[config.mk]
export PLATFORM = sky130hd
export DESIGN_NAME = shift_cmd_queue_flat
export DESIGN_NICKNAME = d
export VERILOG_FILES = /design/src/rtl/shift_cmd_queue_if.sv /design/src/rtl/shift_cmd_queue.sv /design/src/flat_wrapper.sv
export SDC_FILE = /design/constraint.sdc
export NUM_CORES = 1
export LEC_CHECK = 0
export CAP_MARGIN = 20
export CORE_ASPECT_RATIO = 0.6
export CORE_MARGIN = 5
export CORE_UTILIZATION = 40
export CTS_BUF_LIST = sky130_fd_sc_hd__clkbuf_16
export DETAILED_ROUTE_END_ITERATION = 10
export DONT_BUFFER_PORTS = 1
export PLACE_DENSITY = 0.61
export REMOVE_ABC_BUFFERS = 1
export SETUP_SLACK_MARGIN = 0.5
export SLEW_MARGIN = 10
export SYNTH_ARGS = -nofsm -noshare
export SYNTH_HDL_FRONTEND = slang
export SYNTH_SLANG_ARGS = --single-unit
[constraint.sdc]
create_clock -name clk -period 2.4 [get_ports clk]
set_clock_uncertainty 0.2 [all_clocks]
set_input_delay 0.24 -clock clk [delete_from_list [all_inputs] [get_ports clk]]
set_output_delay 0.24 -clock clk [all_outputs]
set_load 0.01 [all_outputs]
[src/rtl/shift_cmd_queue_if.sv]
`default_nettype none
// ----------------------------------------------------------------------------
// Module      : shift_cmd_queue_if
// Description : Handshake and shifter-side signal bundle for shift_cmd_queue.
//               The slave modport is the queue itself. The master modport is
//               the environment: the command producer, the shifter and the
//               result consumer.
// Revision    : 1.0 - initial release
// ----------------------------------------------------------------------------
interface shift_cmd_queue_if #(
  parameter int DEPTH = 4,
  parameter int LVL_W = $clog2(DEPTH) + 1
);
  logic             cmd_valid;
  logic             cmd_ready;
  logic [3:0]       cmd_data;
  logic [2:0]       cmd_amt;
  logic             cmd_dir;
  logic [3:0]       sh_data_in;
  logic [2:0]       sh_shift_amt;
  logic             sh_direction;
  logic [3:0]       sh_data_out;
  logic             res_valid;
  logic             res_ready;
  logic [3:0]       res_data;
  logic             res_ovf;
  logic [LVL_W-1:0] fifo_level;
  logic [7:0]       op_count;

  modport slave (
    input  cmd_valid, cmd_data, cmd_amt, cmd_dir, sh_data_out, res_ready,
    output cmd_ready, sh_data_in, sh_shift_amt, sh_direction,
           res_valid, res_data, res_ovf, fifo_level, op_count
  );

  modport master (
    output cmd_valid, cmd_data, cmd_amt, cmd_dir, sh_data_out, res_ready,
    input  cmd_ready, sh_data_in, sh_shift_amt, sh_direction,
           res_valid, res_data, res_ovf, fifo_level, op_count
  );
endinterface
`default_nettype wire

[src/rtl/shift_cmd_queue.sv]
`default_nettype none
// ----------------------------------------------------------------------------
// Module      : shift_cmd_queue
// Description : Command FIFO ahead of a combinational 4-bit barrel shifter.
//               The head command drives the shifter. The shifter output is
//               captured into a result register that has its own valid/ready
//               handshake.
// Revision    : 1.0 - initial release
// ----------------------------------------------------------------------------
module shift_cmd_queue #(
  parameter int DEPTH = 4,
  parameter int LVL_W = $clog2(DEPTH) + 1
) (
  input  logic              clk,
  input  logic              rst_n,
  shift_cmd_queue_if.slave  bus
);

  localparam int               c_PTR_W = $clog2(DEPTH);
  localparam logic [LVL_W-1:0] c_FULL  = LVL_W'(DEPTH);

  // Each entry is {data[3:0], amt[2:0], dir}.
  logic [7:0]         r_mem [DEPTH];
  logic [c_PTR_W-1:0] r_wptr;
  logic [c_PTR_W-1:0] r_rptr;
  logic [LVL_W-1:0]   r_level;
  logic               r_res_valid;
  logic [3:0]         r_res_data;
  logic               r_res_ovf;
  logic [7:0]         r_op_count;

  logic               w_empty;
  logic               w_push;
  logic               w_pop;
  logic [7:0]         w_head;

  // cmd_ready comes from the level only. A full queue therefore refuses a push
  // even in a cycle where it also pops, and res_ready has no path to cmd_ready.
  assign bus.cmd_ready = (r_level < c_FULL);
  assign w_empty       = (r_level == '0);
  assign w_push        = bus.cmd_valid & bus.cmd_ready;
  assign w_pop         = ~w_empty & (~r_res_valid | bus.res_ready);
  assign w_head        = r_mem[r_rptr];

  // The shifter inputs are forced to zero while the queue is empty, so stale
  // storage contents never reach the shifter.
  assign bus.sh_data_in   = w_empty ? 4'd0 : w_head[7:4];
  assign bus.sh_shift_amt = w_empty ? 3'd0 : w_head[3:1];
  assign bus.sh_direction = w_empty ? 1'b0 : w_head[0];

  assign bus.res_valid  = r_res_valid;
  assign bus.res_data   = r_res_data;
  assign bus.res_ovf    = r_res_ovf;
  assign bus.fifo_level = r_level;
  assign bus.op_count   = r_op_count;

  // Storage array. It needs no reset because the level qualifies every read.
  always_ff @(posedge clk) begin
    if (w_push) begin
      r_mem[r_wptr] <= {bus.cmd_data, bus.cmd_amt, bus.cmd_dir};
    end
  end

  // Pointers and occupancy. DEPTH is a power of two, so the pointers wrap naturally.
  always_ff @(posedge clk or negedge rst_n) begin
    if (!rst_n) begin
      r_wptr  <= '0;
      r_rptr  <= '0;
      r_level <= '0;
    end else begin
      if (w_push) r_wptr <= r_wptr + c_PTR_W'(1);
      if (w_pop)  r_rptr <= r_rptr + c_PTR_W'(1);
      case ({w_push, w_pop})
        2'b10:   r_level <= r_level + LVL_W'(1);
        2'b01:   r_level <= r_level - LVL_W'(1);
        default: r_level <= r_level;
      endcase
    end
  end

  // Result register: capture on pop, release when the consumer takes it.
  always_ff @(posedge clk or negedge rst_n) begin
    if (!rst_n) begin
      r_res_valid <= 1'b0;
      r_res_data  <= 4'd0;
      r_res_ovf   <= 1'b0;
      r_op_count  <= 8'd0;
    end else if (w_pop) begin
      r_res_valid <= 1'b1;
      r_res_data  <= bus.sh_data_out;
      r_res_ovf   <= w_head[3];
      r_op_count  <= r_op_count + 8'd1;
    end else if (r_res_valid && bus.res_ready) begin
      r_res_valid <= 1'b0;
    end
  end

endmodule
`default_nettype wire
[src/flat_wrapper.sv]
// flat-port wrapper written by rule: the top's interface ports become plain ports
module shift_cmd_queue_flat 
#(
  parameter int DEPTH = 4,
  parameter int LVL_W = $clog2(DEPTH) + 1
)
  (clk, rst_n, bus_cmd_valid, bus_cmd_data, bus_cmd_amt, bus_cmd_dir, bus_sh_data_out, bus_res_ready, bus_cmd_ready, bus_sh_data_in, bus_sh_shift_amt, bus_sh_direction, bus_res_valid, bus_res_data, bus_res_ovf, bus_fifo_level, bus_op_count);
  shift_cmd_queue_if #(.DEPTH(DEPTH), .LVL_W(LVL_W)) bus_i ();
  input  logic clk;
  input  logic rst_n;
  input wire logic [$bits(bus_i.cmd_valid)-1:0] bus_cmd_valid;
  input wire logic [$bits(bus_i.cmd_data)-1:0] bus_cmd_data;
  input wire logic [$bits(bus_i.cmd_amt)-1:0] bus_cmd_amt;
  input wire logic [$bits(bus_i.cmd_dir)-1:0] bus_cmd_dir;
  input wire logic [$bits(bus_i.sh_data_out)-1:0] bus_sh_data_out;
  input wire logic [$bits(bus_i.res_ready)-1:0] bus_res_ready;
  output wire logic [$bits(bus_i.cmd_ready)-1:0] bus_cmd_ready;
  output wire logic [$bits(bus_i.sh_data_in)-1:0] bus_sh_data_in;
  output wire logic [$bits(bus_i.sh_shift_amt)-1:0] bus_sh_shift_amt;
  output wire logic [$bits(bus_i.sh_direction)-1:0] bus_sh_direction;
  output wire logic [$bits(bus_i.res_valid)-1:0] bus_res_valid;
  output wire logic [$bits(bus_i.res_data)-1:0] bus_res_data;
  output wire logic [$bits(bus_i.res_ovf)-1:0] bus_res_ovf;
  output wire logic [$bits(bus_i.fifo_level)-1:0] bus_fifo_level;
  output wire logic [$bits(bus_i.op_count)-1:0] bus_op_count;
  assign bus_i.cmd_valid = bus_cmd_valid;
  assign bus_i.cmd_data = bus_cmd_data;
  assign bus_i.cmd_amt = bus_cmd_amt;
  assign bus_i.cmd_dir = bus_cmd_dir;
  assign bus_i.sh_data_out = bus_sh_data_out;
  assign bus_i.res_ready = bus_res_ready;
  assign bus_cmd_ready = bus_i.cmd_ready;
  assign bus_sh_data_in = bus_i.sh_data_in;
  assign bus_sh_shift_amt = bus_i.sh_shift_amt;
  assign bus_sh_direction = bus_i.sh_direction;
  assign bus_res_valid = bus_i.res_valid;
  assign bus_res_data = bus_i.res_data;
  assign bus_res_ovf = bus_i.res_ovf;
  assign bus_fifo_level = bus_i.fifo_level;
  assign bus_op_count = bus_i.op_count;
  shift_cmd_queue #(.DEPTH(DEPTH), .LVL_W(LVL_W)) u_core (.clk(clk), .rst_n(rst_n), .bus(bus_i));
endmodule
* Word-level counts from Yosys, hierarchy flattened
Memories as Yosys holds them, arrays and structs flattened.
Cells that the tools add are included.
** Word-level totals
- Memories :: 1
- Bits in registers :: 21
- Bits in writable memories :: 32
- Input bits :: 16
- Word-level logic and storage cells :: 33
- Output and inout port bits :: 26
** Memory list
- u_core.r_mem :: words 4, width 8, rd ports 1, clocked after memory_dff 0, wr ports 1, line shift_cmd_queue.sv:23 : logic [7:0] r_mem [DEPTH];
** Operators by class
- Bitwise gates (word level) :: 5
- $add $sub $neg :: 5
- Order comparisons :: 1
- Eq/ne operators :: 2
- Reduce and logical (&&, ||, !) cells :: 4
- Mux-type cells :: 8
** Operators with widths (number)
- adder 8 x 1 -> 8 bit, second input constant :: 1
- case mux 3 bit (2 select lines) :: 1
- two-way mux 1 bit :: 5
- adder 2 x 1 -> 2 bit, second input constant :: 2
- two-way mux 4 bit :: 1
- nonzero test 2 bit :: 2
- adder 3 x 1 -> 3 bit, second input constant :: 1
- zero test 3 bit :: 1
- < comparator 3 bit, second input constant :: 1
- two-way mux 3 bit :: 1
- subtractor 3 x 1 -> 3 bit, second input constant :: 1
- AND 1 bit :: 2
- equality test 2 x 1 -> 1 bit, second input constant :: 1
- equality test 2 bit, second input constant :: 1
- NOT 1 bit :: 2
- logical AND 1 bit :: 1
- bitwise OR 1 bit :: 1

* Depth between registers and ports, before layout
Gate-level depths: netlist of the first run.
- Word-level depth :: 5
- Mapped depth :: 9
- Mapped depth without buffers :: 8

* Worst setup path before layout of the first run
OpenSTA, ideal clock, no wires.
- Kind :: register to register
- Start :: register u_core.r_res_valid (netlist: u_core.bus.res_valid)
- End :: register u_core.r_level[2] (netlist: u_core.bus.fifo_level[2])
- Stages on the path, launching flop included :: 10
- Period minus slack after synthesis :: 2.184 ns
- Slack :: 0.216 ns
- Required time :: 2.120 ns
- Library setup time :: 0.080 ns
- Buffers on the path :: 1
- Data arrival time :: 1.904 ns
- Cells stage by stage :: dfrtp_1 -> nor2b_1 -> nor2_1 -> buf_4 -> ha_1 -> inv_1 -> fa_1 -> xor2_1 -> nor2_1 -> xnor2_1
** On the way
- Word-level cells in the longest chain between the ends :: 5
- Elaborated cells on any way between the ends :: 7
- Classes of those cells :: eq/ne: 2; mux: 1; bitwise: 3; reduce/logical: 1
** RTL lines
- start: declaration :: line shift_cmd_queue.sv:27 : logic r_res_valid;
- start signal: assignment :: line shift_cmd_queue.sv:84 : r_res_valid <= 1'b0;
- start signal: assignment :: line shift_cmd_queue.sv:89 : r_res_valid <= 1'b1;
- start signal: assignment :: line shift_cmd_queue.sv:94 : r_res_valid <= 1'b0;
- NOT 1 bit * :: line shift_cmd_queue.sv:42 : assign w_pop = ~w_empty & (~r_res_valid | bus.res_ready);
- bitwise OR 1 bit * :: line shift_cmd_queue.sv:42
- AND 1 bit * :: line shift_cmd_queue.sv:42
- named net u_core.w_pop :: line shift_cmd_queue.sv:34 : logic w_pop;
- equality test 2 x 1 -> 1 bit / equality test 2 bit (equally long branches) :: line shift_cmd_queue.sv:73 : case ({w_push, w_pop})
- case mux 3 bit (2 select lines) / nonzero test 2 bit (equally long branches)
- end signal: assignment :: line shift_cmd_queue.sv:74 : 2'b10: r_level <= r_level + LVL_W'(1);
- end signal: assignment :: line shift_cmd_queue.sv:75 : 2'b01: r_level <= r_level - LVL_W'(1);
- end signal: assignment :: line shift_cmd_queue.sv:76 : default: r_level <= r_level;
- end: declaration :: line shift_cmd_queue.sv:26 : logic [LVL_W-1:0] r_level;
The timed path passes the listed nets; every way through them passes the cells marked *.
A chain may end at the register's enable or synchronous reset.

* Worst setup path after layout of the first run
- Start :: register u_core.r_rptr[0]
- End :: output bus_sh_direction
** On the way
- Word-level cells in the longest chain between the ends :: 2
** RTL lines
- start: declaration :: line shift_cmd_queue.sv:25 : logic [c_PTR_W-1:0] r_rptr;
- start signal: assignment :: line shift_cmd_queue.sv:72 : if (w_pop) r_rptr <= r_rptr + c_PTR_W'(1);
- memory (4 x 8 bit)
- two-way mux 1 bit :: line shift_cmd_queue.sv:49 : assign bus.sh_direction = w_empty ? 1'b0 : w_head[0];
- end: declaration :: line flat_wrapper.sv:20 : output wire logic [$bits(bus_i.sh_direction)-1:0] bus_sh_direction;
Every way passes these cells.

==> impl_results.md, run 1 <==
* Outcome: complete, no violations
* Routed len/inst at 18.1 um
* Antenna Nets Post-Route at 0
* PnR worst setup slack at 0.408 ns
* Leakage power at 1.05 nW
* FF-to-FF path depth at 8
* First-iteration detailed-routing DRC count at 28
* Die span in x at 106 um
* Reg power frac at 43.9%
* Post-synth cell types at 28
* Num CTS Buffers at 5
* Largest net degree at the start of global routing at 22
* Tcrit/Tclk final at 83.0%
* FF+latch count, synth at 53
* Non-Filler Instances at 228
* Fin nets at 180
* Worst hold path depth at 2
* Setup crit end: bus_sh_direction
* # port buffers at 0
* Clock Power Share at 22.8%
* Worst Path Max Fanout at 6
* Row count at 21
* Post-synthesis instance total at 130
* FF-to-FF Start: u_core.bus.res_valid
* Tmin final at 1.99 ns
* Pint at 0.00235 W
* Number of I/O pins at 42
* Most common cell after layout, fill and taps aside: edfxtp_1
* Most frequent cells in the layout: edfxtp_1 (32), dfrtp_1 (18), dlygate4sd3_1 (13)
* Syn avg cell area at 17.1 sq um
* Clock Tree Buf Depth at 2
* Clk root buf: clkbuf_16
* Post-synthesis cell area at 2220 sq um
* Sequential cell area fraction in the yosys report at 66.8%
* CORE AREA at 5490 sq um
* Filler instances at 437
* Detailed Route WL at 4.13 mm
* Synth area leader: edfxtp_1
* Worst hold path type: primary input to flop
* Fraction of layout cells with a size suffix above 1 at 29.1%
* Initial antenna violation count at 1
* Max rail drop VDD at 0.503 mV
* PwrDens at 1240 nW/um^2
* Worst-path clk slew at 0.06 ns
* Drc violations at 0
* Global-route wire length before repair at 6.55 mm
* Post-layout util at 50.4%
* Rel. slew slack at 70.1%
* # clock sinks at 53
* Final Hold Vio Count at 0
* Initial DRT Pass Iterations at 4
* Die footprint at 7200 sq um
* Min-delay src: bus_res_ready
* Dpl hpwl at 2.76 mm
* CP startpoint kind: flop
* Gate power share at 33.3%
* Via count at 1,133
* Synth Warn # at 0
* Syn-to-layout area delta at 24.5%
* Die height at 67.8 um
* Clk_lat worst skew at 0.28 ns
* Setup TNS at 0 ns
* Vias/cell at 4.97
* Crit Path Category: flop to output port
* Final Max Slew Viols at 0
* Reg2Reg Setup Slack at 0.50 ns
* Crit path launch: u_core.r_rptr[0]
* Main area contributors after synthesis: edfxtp_1 (43%), dfrtp_1 (24%), mux4_1 (8.3%)
* Worst-Margin Slew at 0.449 ns
* Fmax at 0.502 GHz
* TritonCTS clock tree: built
* Total congestion overflow at 0
* CP required at 1.96 ns
* GP Congestion at 0.711
* Endpoints failing setup at 0
* Vias in the first global route at 1,236
* Post-synth top area share at 43.2%
* GRT Resource Usage Total at 12.4%
* MaxCap Viol Count at 0
* Switching fraction of total power at 31.9%
* Inst Count DP at 197
* Dpl ws at 0.369 ns
* CP Capture Type: output port
* Initial Util at 40.5%
* Htree depth at 2
* RSZ-0062 raised after global routing: true
* Psw at 0.00110 W
* WHS at 0.0442 ns
* Crit path DAT at 1.55 ns
* Worst r2r dst: u_core.bus.fifo_level[2]
[flip-flops by register name, summed over array words and instances, names as in the netlist]
| name | count |
|---|---|
| u_core.bus.fifo_level | 3 |
| u_core.bus.op_count | 8 |
| u_core.bus.res_data | 4 |
| u_core.bus.res_ovf | 1 |
| u_core.bus.res_valid | 1 |
| u_core.r_mem | 32 |
| u_core.r_rptr | 2 |
| u_core.r_wptr | 2 |
[area by class of cell]
type	instances	area, sq um	share of cell area, %
Timing Repair Buffer	25	298	10.8
Antenna cell	1	2.50	0.0904
Sequential cell	53	1490	53.8
Clock buffer	5	125	4.52
Clock inverter	3	41.3	1.49
Inverter	7	26.3	0.949
Tap cell	69	86.3	3.12
Multi-Input combinational cell	65	699	25.3
[logic make-up after synthesis]
kind of cell | synth area share (%)
DFF | 66.8
and+or+nand+nor | 8.10
muxes | 12.9
xor gates and xnor gates | 5.12
buffers and inverters | 2.53
adders and majority gates | 4.27
AOI/OAI and AO/OA | 0.225
[power by group through the flow]
stage | sequential, W | combinational (W) | clock [W]
2_1_floorplan | 0.00145 | 0.000693 | 0
3_3_place_gp | 0.00152 | 0.000817 | 0
3_5_place_dp | 0.00154 | 0.000849 | 0
4_1_cts | 0.00150 | 0.00105 | 0.000806
5_1_grt | 0.00155 | 0.00126 | 0.000847
6_report | 0.00151 | 0.00115 | 0.000785
[worst max-delay path: stages (launching register included)]
cell,delay (ns)
dfrtp_2,0.39
buf_12,0.13
mux4_2,0.51
and2b_2,0.24
[worst min path at each step]
stage,slack (ns),end
after detailed placement,-0.25,u_core.bus.res_data[3]
after global placement,-0.25,u_core.bus.res_data[3]
after CTS,0.03,u_core.bus.res_valid
after global routing,0.05,u_core.bus.res_valid
after floorplan,-0.26,u_core.bus.fifo_level[0]
final,0.04,u_core.bus.res_valid
[synth_stat cells, drive strengths merged]
| cell | number |
|---|---|
| mux2 | 6 |
| nor2 | 2 |
| ha | 6 |
| or2b | 1 |
| dfrtp | 21 |
| and4 | 1 |
| nand4 | 3 |
| xor2 | 3 |
| nand2 | 5 |
| and2 | 4 |
| nand3 | 1 |
| nor3 | 2 |
| mux4 | 8 |
| buf | 2 |
| nor2b | 2 |
| edfxtp | 32 |
| o21ai | 1 |
| clkbuf | 3 |
| inv | 7 |
| mux2i | 1 |
| fa | 1 |
| and2b | 8 |
| xnor2 | 10 |
[what timing repair did]
item | CTS | global route
gates cloned | 0 | 1
resized for setup | 14 | 15
endpoints found under the setup margin | 10 | 21
buffers inserted | 7 | 0
hold buffers | 13 | 0
pin swaps | 2 | 3
hold endpoints to repair | 57 | 0
[metrics by stage]
stage | area [sq um] | power, W
3_3_place_gp | 2300 | 0.00234
3_5_place_dp | 2300 | 0.00239
5_1_grt | 2770 | 0.00366
4_1_cts | 2660 | 0.00336
2_1_floorplan | 2190 | 0.00215
6_report | 2770 | 0.00345
[layer usage]
layer  global-route usage, %  up-vias  wire, um
met5                       0        -         0
met4                    5.33        0        51
met3                    4.11        4       218
met2                    20.3       19      2070
met1                    15.4      592      1790
li1                        -      518         -
(Power assumes the default switching activity.)
==> inputs of run 2 (changes only) <==
--- a/config.mk
+++ b/config.mk
@@ -12,7 +12,7 @@
 export CTS_BUF_LIST = sky130_fd_sc_hd__clkbuf_16
 export DETAILED_ROUTE_END_ITERATION = 10
 export DONT_BUFFER_PORTS = 1
-export PLACE_DENSITY = 0.61
+export PLACE_DENSITY = 0.63
 export REMOVE_ABC_BUFFERS = 1
 export SETUP_SLACK_MARGIN = 0.5
 export SLEW_MARGIN = 10
==> constraint.sdc (replaced) <==
create_clock -name clk -period 1.7 [get_ports clk]
set_clock_uncertainty 0.2 [all_clocks]
set_input_delay 0.17 -clock clk [delete_from_list [all_inputs] [get_ports clk]]
set_output_delay 0.17 -clock clk [all_outputs]
set_load 0.01 [all_outputs]
==> impl_results.md, run 2 (synthesized netlist as in run 1, its figures left out) <==
* Leakage power at 1.23 nW
* Final Hold Vio Count at 21
* WHS at -0.100 ns
* GP Congestion at 0.730
* CP required at 1.33 ns
* Worst-Margin Slew at 0.963 ns
* Largest Register: u_core.r_mem
* # port buffers at 0
* Largest net degree at the start of global routing at 22
* CORE AREA at 5490 sq um
* Die span in x at 106 um
* GRT Resource Usage Total at 13.5%
* Global-route wire length before repair at 7.09 mm
* Failing checks: negative hold slack, negative setup slack
* Cts hold-fix bufs at 13
* Rel. slew slack at 35.8%
* Num CTS Buffers at 5
* Endpoints failing setup at 52
* Vias/cell at 4.91
* TritonCTS clock tree: built
* Number of I/O pins at 42
* Ant diodes at 0
* Antenna Nets Post-Route at 0
* Die height at 67.8 um
* Dpl hpwl at 2.84 mm
* Clk root buf: clkbuf_16
* Initial DRT Pass Iterations at 4
* Fraction of layout cells with a size suffix above 1 at 43.8%
* Htree depth at 2
* Worst Path Max Fanout at 5
* PnR worst setup slack at -0.224 ns
* # clock sinks at 53
* Inst Count DP at 211
* Routed met2 length at 2.32 mm
* Syn-to-layout area delta at 38.1%
* Tcrit/Tclk final at 113%
* Most frequent cells in the layout: edfxtp_1 (32), buf_6 (23), dfrtp_1 (19)
* Psw at 0.00177 W
* Pint at 0.00374 W
* CP Capture Type: output port
* CP startpoint kind: flop
* Row count at 21
* RSZ-0062 raised after global routing: true
* First-iteration detailed-routing DRC count at 61
* Met3 Routed Length at 127 um
* Post-layout util at 56.0%
* Gate power share at 41.5%
* Tmin final at 1.92 ns
* Worst-path clk slew at 0.06 ns
* Worst hold path type: primary input to async pin
* WL met1 at 1.98 mm
* MaxCap Viol Count at 0
* Die footprint at 7200 sq um
* Outcome: complete, but fails checks
* Total congestion overflow at 0
* Crit path DAT at 1.55 ns
* Detailed Route WL at 4.51 mm
* PwrDens at 1790 nW/um^2
* Routed len/inst at 18.3 um
* Initial antenna violation count at 0
* Clock Tree Buf Depth at 2
* Via count at 1,212
* Most common cell after layout, fill and taps aside: edfxtp_1
* Vias in the first global route at 1,267
* Max rail drop VDD at 0.645 mV
* Uppermost routed layer: met4
* Fin nets at 200
* Design area at 3070 sq um
* Max reg flops at 32
* Drc violations at 0
* Clk_lat worst skew at 0.29 ns
* Switching fraction of total power at 32.2%
* Final Max Slew Viols at 0
* Clock Power Share at 20.4%
* Fmax at 0.520 GHz
* Cell Area, Placed at 2460 sq um
* Non-Filler Instances at 247
* Initial Util at 40.5%
* Crit Path Category: flop to output port
* FF-to-FF path depth at 6
* Total power at 0.00551 W
* Reg power frac at 38.1%
run 2: cell count changes in the layout (fill, tap and decap cells not counted), moves of 2 or more:
cell and delta:
and2_4 +4, and2_1 -4, xnor2_2 +3, xnor2_1 -3, buf_12 +2, nand2_1 -3, buf_6 +19, nand2_2 +2
run 2: through the flow:
| stage | TNS [ns] | setup WS, ns |
|---|---|---|
| after global placement | -0.253 | -0.173 |
| after detailed placement | -0.401 | -0.228 |
| after CTS | -3.07 | -0.231 |
| after global routing | -10.59 | -0.291 |
| after floorplan | -4.91 | -0.804 |
| final | -7.45 | -0.224 |
run 2: power groups by stage:
| stage | registers, W | clock network [W] | logic (W) |
|---|---|---|---|
| floorplan | 0.00205 | 0 | 0.000978 |
| global placement | 0.00205 | 0 | 0.00149 |
| detailed placement | 0.00207 | 0 | 0.00156 |
| CTS | 0.00209 | 0.00114 | 0.00215 |
| global route | 0.00214 | 0.00121 | 0.00247 |
| finish | 0.00210 | 0.00112 | 0.00229 |
run 2: critical path: stages (launching register included):
cell and delay, ns:
dfrtp_1 0.38, buf_6 0.15, mux4_2 0.50, and2b_2 0.23
run 2: worst paths after layout:
| check | startpoint | to | slack, ns |
|---|---|---|---|
| worst max-delay path | u_core.r_rptr[0] | bus_sh_shift_amt[1] | -0.22 |
| worst min-delay path | rst_n | u_core.bus.res_data[2] | -0.10 |
| worst max register to register | u_core.bus.fifo_level[1] | u_core.bus.fifo_level[1] | -0.17 |
| worst min register to register | u_core.bus.op_count[7] | u_core.bus.op_count[7] | 0.34 |
| max in group asynchronous | rst_n | u_core.bus.op_count[0] | 0.75 |
| min in group clk | bus_res_ready | u_core.bus.res_valid | 0.06 |
run 2: final cells by class:
cell class	count	area [sq um]
timing repair buffer	45	537
fill	408	2420
multi-input combinational	65	764
clock inverter	3	42.5
sequential	53	1490
tap	69	86.3
clock buffer	5	125
inverter	7	28.8
run 2: metal layers:
metal | vias to the layer above | track usage, %
met5 | - | 0
met4 | 0 | 6.79
met3 | 6 | 2.77
met2 | 17 | 23.4
met1 | 633 | 16.5
li1 | 556 | -
run 2: what timing repair did:
action | in CTS | in global routing
setup buffers | 11 | 3
gates cloned | 1 | 0
pin swaps | 16 | 12
setup endpoints to repair | 64 | 88
gates resized for setup | 54 | 13
endpoints found under the hold margin | 57 | 21
